`src/rtl/fpadd_pkg.sv`:
```
// Shared widths, operand layout and FSM encoding for the shared FP add/sub sequencer.
package fpadd_pkg;

  localparam int unsigned MANT_W = 11;
  localparam int unsigned EXP_W  = 5;
  localparam int unsigned OPND_W = 1 + EXP_W + MANT_W;
  localparam int unsigned CNT_W  = 4;

  localparam logic OP_ADD = 1'b0;
  localparam logic OP_SUB = 1'b1;

  typedef enum logic [1:0] {IDLE, EXEC, RESP} state_t;

  typedef struct packed {
    logic              sgn;
    logic [EXP_W-1:0]  exp;
    logic [MANT_W-1:0] mant;
  } opnd_t;

endpackage

```
`src/rtl/floatingptoper.sv`:
```
// Unclocked sign-magnitude add/subtract: aligns the smaller-exponent operand, result keeps
// the larger exponent and an unnormalised mantissa with carry bit.
module floatingptoper
  import fpadd_pkg::*;
(
  input  logic              sgn1,
  input  logic [EXP_W-1:0]  exp1,
  input  logic [MANT_W-1:0] inp1,
  input  logic              sgn2,
  input  logic [EXP_W-1:0]  exp2,
  input  logic [MANT_W-1:0] inp2,
  input  logic              operatin,
  output logic              res_sgn,
  output logic [EXP_W:0]    res_exp,
  output logic [MANT_W:0]   res_mant
);

  logic              a_big;
  logic              s_big;
  logic              s_small;
  logic              sgn2_eff;
  logic [EXP_W-1:0]  e_big;
  logic [EXP_W-1:0]  ediff;
  logic [MANT_W-1:0] m_big;
  logic [MANT_W-1:0] m_small;

  // Operand A is treated as the larger one on equal exponents.
  always_comb begin
    sgn2_eff = (operatin == OP_SUB) ? ~sgn2 : sgn2;
    a_big    = (exp1 >= exp2);
    e_big    = a_big ? exp1 : exp2;
    ediff    = a_big ? (exp1 - exp2) : (exp2 - exp1);
    s_big    = a_big ? sgn1 : sgn2_eff;
    s_small  = a_big ? sgn2_eff : sgn1;
    m_big    = a_big ? inp1 : inp2;
    m_small  = (a_big ? inp2 : inp1) >> ediff;
    res_exp  = {1'b0, e_big};
    if (s_big == s_small) begin
      res_mant = {1'b0, m_big} + {1'b0, m_small};
      res_sgn  = s_big;
    end else if (m_big >= m_small) begin
      res_mant = {1'b0, m_big} - {1'b0, m_small};
      res_sgn  = s_big;
    end else begin
      res_mant = {1'b0, m_small} - {1'b0, m_big};
      res_sgn  = s_small;
    end
  end

endmodule

```
`src/rtl/fpadd_share_ctrl.sv`:
```
// Round-robin shares one combinational floatingptoper between two requesters; operands are
// held for EXEC_CYCLES settle cycles, then the result is registered until accepted.
module fpadd_share_ctrl
  import fpadd_pkg::*;
#(
  parameter int unsigned EXEC_CYCLES = 1
) (
  input  logic              clk,
  input  logic              rst_n,
  input  logic              req0_valid,
  output logic              req0_ready,
  input  logic [OPND_W-1:0] req0_a,
  input  logic [OPND_W-1:0] req0_b,
  input  logic              req0_op,
  input  logic              req1_valid,
  output logic              req1_ready,
  input  logic [OPND_W-1:0] req1_a,
  input  logic [OPND_W-1:0] req1_b,
  input  logic              req1_op,
  output logic              rsp_valid,
  input  logic              rsp_ready,
  output logic              rsp_id,
  output logic              rsp_sgn,
  output logic [EXP_W:0]    rsp_exp,
  output logic [MANT_W:0]   rsp_mant,
  output logic              busy
);

  localparam logic [CNT_W-1:0] CNT_INIT = CNT_W'(EXEC_CYCLES - 1);

  state_t            state;
  logic [CNT_W-1:0]  cnt;
  logic              last_grant;
  opnd_t             opa;
  opnd_t             opb;
  logic              op_q;
  logic              win_valid;
  logic              grant;
  logic              res_sgn;
  logic [EXP_W:0]    res_exp;
  logic [MANT_W:0]   res_mant;

  // Arbitration is only live in IDLE and out of reset; a tie goes to the requester not served last.
  always_comb begin
    win_valid = 1'b0;
    grant     = 1'b0;
    if (state == IDLE && rst_n) begin
      if (req0_valid && req1_valid) begin
        win_valid = 1'b1;
        grant     = ~last_grant;
      end else if (req0_valid) begin
        win_valid = 1'b1;
      end else if (req1_valid) begin
        win_valid = 1'b1;
        grant     = 1'b1;
      end
    end
  end

  assign req0_ready = win_valid & ~grant;
  assign req1_ready = win_valid & grant;

  floatingptoper u_fpop (
    .sgn1     (opa.sgn),
    .exp1     (opa.exp),
    .inp1     (opa.mant),
    .sgn2     (opb.sgn),
    .exp2     (opb.exp),
    .inp2     (opb.mant),
    .operatin (op_q),
    .res_sgn  (res_sgn),
    .res_exp  (res_exp),
    .res_mant (res_mant)
  );

  always_ff @(posedge clk or negedge rst_n) begin
    if (!rst_n) begin
      state      <= IDLE;
      cnt        <= '0;
      last_grant <= 1'b1;
      opa        <= '0;
      opb        <= '0;
      op_q       <= 1'b0;
      rsp_valid  <= 1'b0;
      rsp_id     <= 1'b0;
      rsp_sgn    <= 1'b0;
      rsp_exp    <= '0;
      rsp_mant   <= '0;
      busy       <= 1'b0;
    end else begin
      case (state)
        IDLE: begin
          if (win_valid) begin
            opa        <= grant ? req1_a : req0_a;
            opb        <= grant ? req1_b : req0_b;
            op_q       <= grant ? req1_op : req0_op;
            rsp_id     <= grant;
            last_grant <= grant;
            cnt        <= CNT_INIT;
            busy       <= 1'b1;
            state      <= EXEC;
          end
        end
        EXEC: begin
          if (cnt != '0) begin
            cnt <= cnt - CNT_W'(1);
          end else begin
            rsp_sgn   <= res_sgn;
            rsp_exp   <= res_exp;
            rsp_mant  <= res_mant;
            rsp_valid <= 1'b1;
            state     <= RESP;
          end
        end
        RESP: begin
          if (rsp_ready) begin
            rsp_valid <= 1'b0;
            busy      <= 1'b0;
            state     <= IDLE;
          end
        end
        default: begin
          busy  <= 1'b0;
          state <= IDLE;
        end
      endcase
    end
  end

endmodule
```
`config.mk`:
```
export PLATFORM = sky130hd
export DESIGN_NAME = fpadd_share_ctrl
export DESIGN_NICKNAME = d
export VERILOG_FILES = /design/src/rtl/fpadd_pkg.sv /design/src/rtl/floatingptoper.sv /design/src/rtl/fpadd_share_ctrl.sv
export SDC_FILE = /design/constraint.sdc
export NUM_CORES = 1
export LEC_CHECK = 0
export BUFFER_PORTS_ARGS = -buffer_cell sky130_fd_sc_hd__buf_4
export CORE_ASPECT_RATIO = 0.9
export CORE_MARGIN = 4
export CORE_UTILIZATION = 30
export DETAILED_ROUTE_END_ITERATION = 6
export PLACE_DENSITY = 0.45
export SLEW_MARGIN = 40
export SYNTH_ARGS = -nofsm -noshare
export SYNTH_HDL_FRONTEND = slang
export SYNTH_SLANG_ARGS = --single-unit
```
`constraint.sdc`:
```
create_clock -name clk -period 6.04 [get_ports clk]
set_clock_uncertainty 0.15 [all_clocks]
set_input_delay 0.604 -clock clk [delete_from_list [all_inputs] [get_ports clk]]
set_output_delay 0.604 -clock clk [all_outputs]
set_load 0.01 [all_outputs]
```
# Word level (Yosys, flattened, before mapping)
# Index checks and enable logic that the tools add are counted.
# W data, S select, Z words.
# totals
input_bits	75
register_bits	63
# op_classes
shift	1
n_addsub	6
bitwise_logic	7
order_cmp	2
mux	33
eq_ne	7
reduce_logical	12
# op_table
cell	n
$mux W17	2
$mux W12	2
$sub A11 B11 Y12	2
$mux W11	2
$mux W1	16
$add A11 B11 Y12	1
$reduce_and A3 Y1	4
$ge A11 B11 Y1	1
$shr A11 B5 Y11	1
$mux W5	2
$sub A5 B5 Y5	2
$mux W4	2
$ne A2 B2 Y1 const B	4
$pmux W4 S2	1
$mux W2	3
$pmux W2 S3	1
$ge A5 B5 Y1	1
$not A1 Y1	5
$reduce_and A2 Y1	2
$reduce_bool A2 Y1	2
$reduce_bool A4 Y1	1
$sub A4 B1 Y4 const B	1
$pmux W1 S3	1
$and A1 B1 Y1	2
other kinds (6)	7

# Depth between registers and ports, before layout
# depth
depth_word	6
depth_mapped	22
mapped_depth_nobuf	19

# Modules after synthesis
# From an unflattened synthesis, not the netlist that was laid out.
# unflattened
cells_unflattened	672
hier_area_um2	5995.8
# by_module_without_submodules
module	instances	cells_each	seq_area_each_um2	area_each_um2
floatingptoper	1	391	0.0	3029.2
fpadd_share_ctrl	1	281	1602.8	2966.6

# Worst setup path after synthesis
# No wires, ideal clock.
# synth_timing
path_type	flip-flop to flip-flop
start	register opa[11] (netlist bit)
end	register rsp_mant[3]
arrival_ps	4591
path_buffers	7
slack_ps	1160
setup_time_ps	138
path_stages_with_launch	22
synth_period_minus_slack_ps	4880
cell_sequence	dfrtp_1 inv_1 ha_1 buf_2 nor2b_1 o21ai_1 a31o_1 buf_2 buf_2 buf_2 buf_2 mux2_2 ha_1 buf_6 or4_4 nor4b_4 a21o_1 buf_6 nor3_1 a31oi_1 mux2i_1 o311ai_1
# synth_between
elab_chain_cells	6
# synth_lines
item	line	source
from (decl)	fpadd_share_ctrl.sv:34	opnd_t opa;
from (signal assigned)	fpadd_share_ctrl.sv:94	opa <= grant ? req1_a : req0_a;
$sub A5 B5 Y5 / $ge A5 B5 Y1 (equally long branches)	floatingptoper.sv:32, floatingptoper.sv:30	
$mux W5 / $mux W11 (equally long branches)	floatingptoper.sv:32, floatingptoper.sv:36	
$shr A11 B5 Y11	floatingptoper.sv:36	m_small = (a_big ? inp2 : inp1) >> ediff;
$sub A11 B11 Y12, or another cell as far along	floatingptoper.sv:45	res_mant = {1'b0, m_small} - {1'b0, m_big};
$mux W12	floatingptoper.sv:41	end else if (m_big >= m_small) begin
$mux W12 (*)	floatingptoper.sv:38	if (s_big == s_small) begin
to (signal assigned)	fpadd_share_ctrl.sv:110	rsp_mant <= res_mant;
to (decl)	fpadd_share_ctrl.sv:25	output logic [MANT_W:0] rsp_mant,
# Mark *: on every way between the ends. The rest lies on a longest branch, timed or not.
# A chain may end at the register's enable or synchronous reset.

# Worst setup path after layout
# layout_timing
start	register opa[13] (netlist bit)
end	register rsp_sgn
# layout_between
elab_chain_cells	6
# layout_lines
item	line	source
$sub A5 B5 Y5 / $ge A5 B5 Y1 (equally long branches)	floatingptoper.sv:32, floatingptoper.sv:30	
$mux W5 / $mux W11 (equally long branches)	floatingptoper.sv:32, floatingptoper.sv:36	
$shr A11 B5 Y11	floatingptoper.sv:36	
$ge A11 B11 Y1	floatingptoper.sv:41	
$mux W1	floatingptoper.sv:41	
$mux W1 (*)	floatingptoper.sv:38	
to (signal assigned)	fpadd_share_ctrl.sv:108	rsp_sgn <= res_sgn;
to (decl)	fpadd_share_ctrl.sv:23	output logic rsp_sgn,
# Marks and branches as above.

==> run_results.csv <==
group,metric,value,unit
worst_setup_path,cp-startpoint,"opa[13]",
clock_tree,tritoncts,"yes",
finish,mostFrequentLayoutCell,"nand2_1",
drt,antenna_left,0,
clock_tree,cts_sinks,63,
drt,wl_per_cell,16.9,um
worst_setup_path,cp_slowest_cell,"a31o_2",
grt,grtUsageTotal,16.2,%
timing,drv_slew,0,
worst_setup_path,cp_data_required_time,6.11,ns
logic_synthesis,yosys_warnings,0,
logic_synthesis,seq_area_frac_synth,27.1,%
timing,fin_setup_tns,0,ns
drt,avgViaCountPerCell,5.10,
flow_run,maxCapViolCount,0,
timing,finalHoldViolations,0,
grt,antenna_found_initial,0,
logic_synthesis,synthFlopType,"dfrtp_1",
worst_setup_path,crit_buf_inv,3,
worst_setup_path,r2r_slack,0.48,ns
floorplan,io_pins,99,
grt,grt_pass1_wl,28300,um
finish,layout-drive-gt1-share,22.9,%
status,status,"complete, no violations",
grt,grt_remaining_overflow,0,
hold_path,hold_class,"in -> async",
worst_setup_path,worstSetupPathType,"reg -> reg",
timing,relSlewSlack,48.3,%
drt,num_vias,5266,
placement,port_buffers,97,
logic_synthesis,netlist_instances,693,
worst_setup_path,cp_cell_sequence,"inv_1 -> ha_1 -> nand2_1 -> o21ai_1 -> a31o_2 -> buf_4 -> buf_4 -> mux2_2 -> mux2i_1 -> mux2i_1 -> and2_1 -> ha_1 -> nor3_1 -> nor4b_4 -> a21o_1 -> nor2_2 -> xnor2_1 -> mux2i_1 -> o21ai_1",
logic_synthesis,synthArstFlopShare,100,%
logic_synthesis,mappedNetlistArea,5820,um^2
grt,first_global_vias,5187,
clock_tree,cts_made_buffers,9,
timing,setup_viol,0,
worst_setup_path,r2r-start,"opa[13]",
logic_synthesis,synth_edf_count,0,
timing,post-route-period-util,92.1,%
placement,place_congestion,0.884,
floorplan,die_h,140,um
floorplan,core-area,19100,um^2
worst_setup_path,end_kind,"register",
worst_setup_path,start_kind,"register",
logic_synthesis,syn-num-nets,816,
worst_setup_path,critPathMaxFanout,15,
logic_synthesis,yosysUniqueCellTypes,74,
drt,wirelength,17500,um
finish,final_cell_mix,"119 x nand2_1, 113 x buf_4, 62 x dfrtp_1, 45 x nor2_1, 43 x ha_1",
finish,fillers,2005,
floorplan,initial_utilization,30.5,%
worst_setup_path,r2r_end,"rsp_sgn",
worst_setup_path,slowest_delay,0.50,ns
grt,grt_max_degree,43,
clock_tree,cts-root-buf,"clkbuf_16",
clock_tree,hold_buffers,0,
clock_tree,clk_pin_slew,0.06,ns
timing,tightest_slew,0.770,ns
timing,rsz0062_at_grt,"no",
timing,fmax,180,MHz
clock_tree,clk_latency,0.34,ns
floorplan,rows,48,
drt,first_pass_iters,5,
worst_setup_path,cp_common_cell,"mux2i_1",
placement,dp_hpwl,13900,um
worst_setup_path,worstPathArrival,5.63,ns
floorplan,fp.dieW,155,um
timing,period_needed,5.56,ns
worst_setup_path,cp_num_cells,19,
clock_tree,cts_htree_levels,3,
worst_setup_path,critical_path.top_delay_family,"compound AO/OA/AOI/OAI gates",
drt,drcViolationCount,0,
floorplan,die_area,21700,um^2
logic_synthesis,ys_seq_elements,63,
clock_tree,cts_buffer_depth,2,
finish,area_delta_synth_final,22.2,%
worst_setup_path,reg2reg_depth,19,
finish,diodes,0,
logic_synthesis,syn_area_per_cell,8.39,um^2
drt,drt_iter0_drc,294,
finish,finalNetCount,900,
## cells by family (layout without fill, tap and decap cells)
logic type | count (synthesis) | after routing | synth area share (%)
AND/OR/NAND/NOR | 239 | 239 | 18.9
AO/OA/AOI/OAI | 183 | 183 | 21.9
flip-flops | 63 | 63 | 27.1
adder cells (fa/ha/maj) | 48 | 48 | 11.0
other | 1 | 1 | 0.0645
multiplexers | 61 | 61 | 12.3
buffers and inverters | 83 | 172 | 6.41
XOR/XNOR | 15 | 15 | 2.26
## worst register-to-register path, stage by stage, from the launching register on
cell     delay [ns]
dfrtp_1        0.40
inv_1          0.06
ha_1           0.49
nand2_1        0.09
o21ai_1        0.31
a31o_2         0.50
buf_4          0.24
buf_4          0.15
mux2_2         0.35
mux2i_1        0.14
mux2i_1        0.10
and2_1         0.21
ha_1           0.36
nor3_1         0.38
nor4b_4        0.39
a21o_1         0.40
nor2_2         0.18
xnor2_1        0.24
mux2i_1        0.22
o21ai_1        0.07
## final cells by class
type,count,area [um^2],share of cell area (%)
well taps,250,313,4.40
inverters,42,158,2.22
repair buffers,114,868,12.2
clock buffers,10,239,3.36
flip-flops and latches,63,1580,22.2
multi-input cells,547,3880,54.6
clock inverters,6,67.6,0.951
## routing by layer
layer | global-route usage [%] | wire length (um)
met1 | 23.9 | 8730
met2 | 23.8 | 7440
met3 | 3.27 | 962
met4 | 4.79 | 332
met5 | 0 | 0
## what timing repair did
| action | CTS | global route |
|---|---|---|
| resized for setup | 0 | 1 |
| endpoints found under the setup margin | 0 | 8 |
| setup buffers | 0 | 0 |
## how the worst max path moves through the flow
stage | slack [ns] | to
4_1_cts | 0.43 | rsp_sgn
3_3_place_gp | 0.56 | rsp_mant[4]
5_1_grt | 0.004 | rsp_sgn
6_report | 0.48 | rsp_sgn
2_1_floorplan | 1.16 | rsp_mant[3]
3_5_place_dp | 0.50 | rsp_sgn
## registers in the layout, indices dropped and copies added (netlist names)
register    cells
busy            1
cnt             4
last_grant      1
op_q            1
opa            17
opb            17
rsp_exp         5
rsp_id          1
rsp_mant       12
rsp_sgn         1
rsp_valid       1
state           2
## synth_stat cells, drive strengths merged, types with 18 or more instances
library cell	instances	area, um^2
o21ai	40	200
buf	18	119
mux2	26	293
a21oi	27	139
inv	42	158
ha	43	538
dfrtp	62	1550
nor2	47	179
clkbuf	23	96.3
mux2i	29	290
a22oi	37	278
nand2	120	458
## through the flow
step	utilization (%)	cells	hold WS (ns)	setup WS (ns)	area [um^2]
finish	37.2	1032	0.00595	0.477	7110
global route	37.2	1032	0.0290	0.00374	7110
CTS	37.2	1032	0.0123	0.426	7100
detailed placement	35.6	1016	0.324	0.495	6800
global placement	35.5	1015	0.313	0.564	6780
floorplan	-	693	0.158	1.16	5820
Power is not shown: default switching activity piles up to over one toggle a cycle in this logic, so the estimate is an artifact.
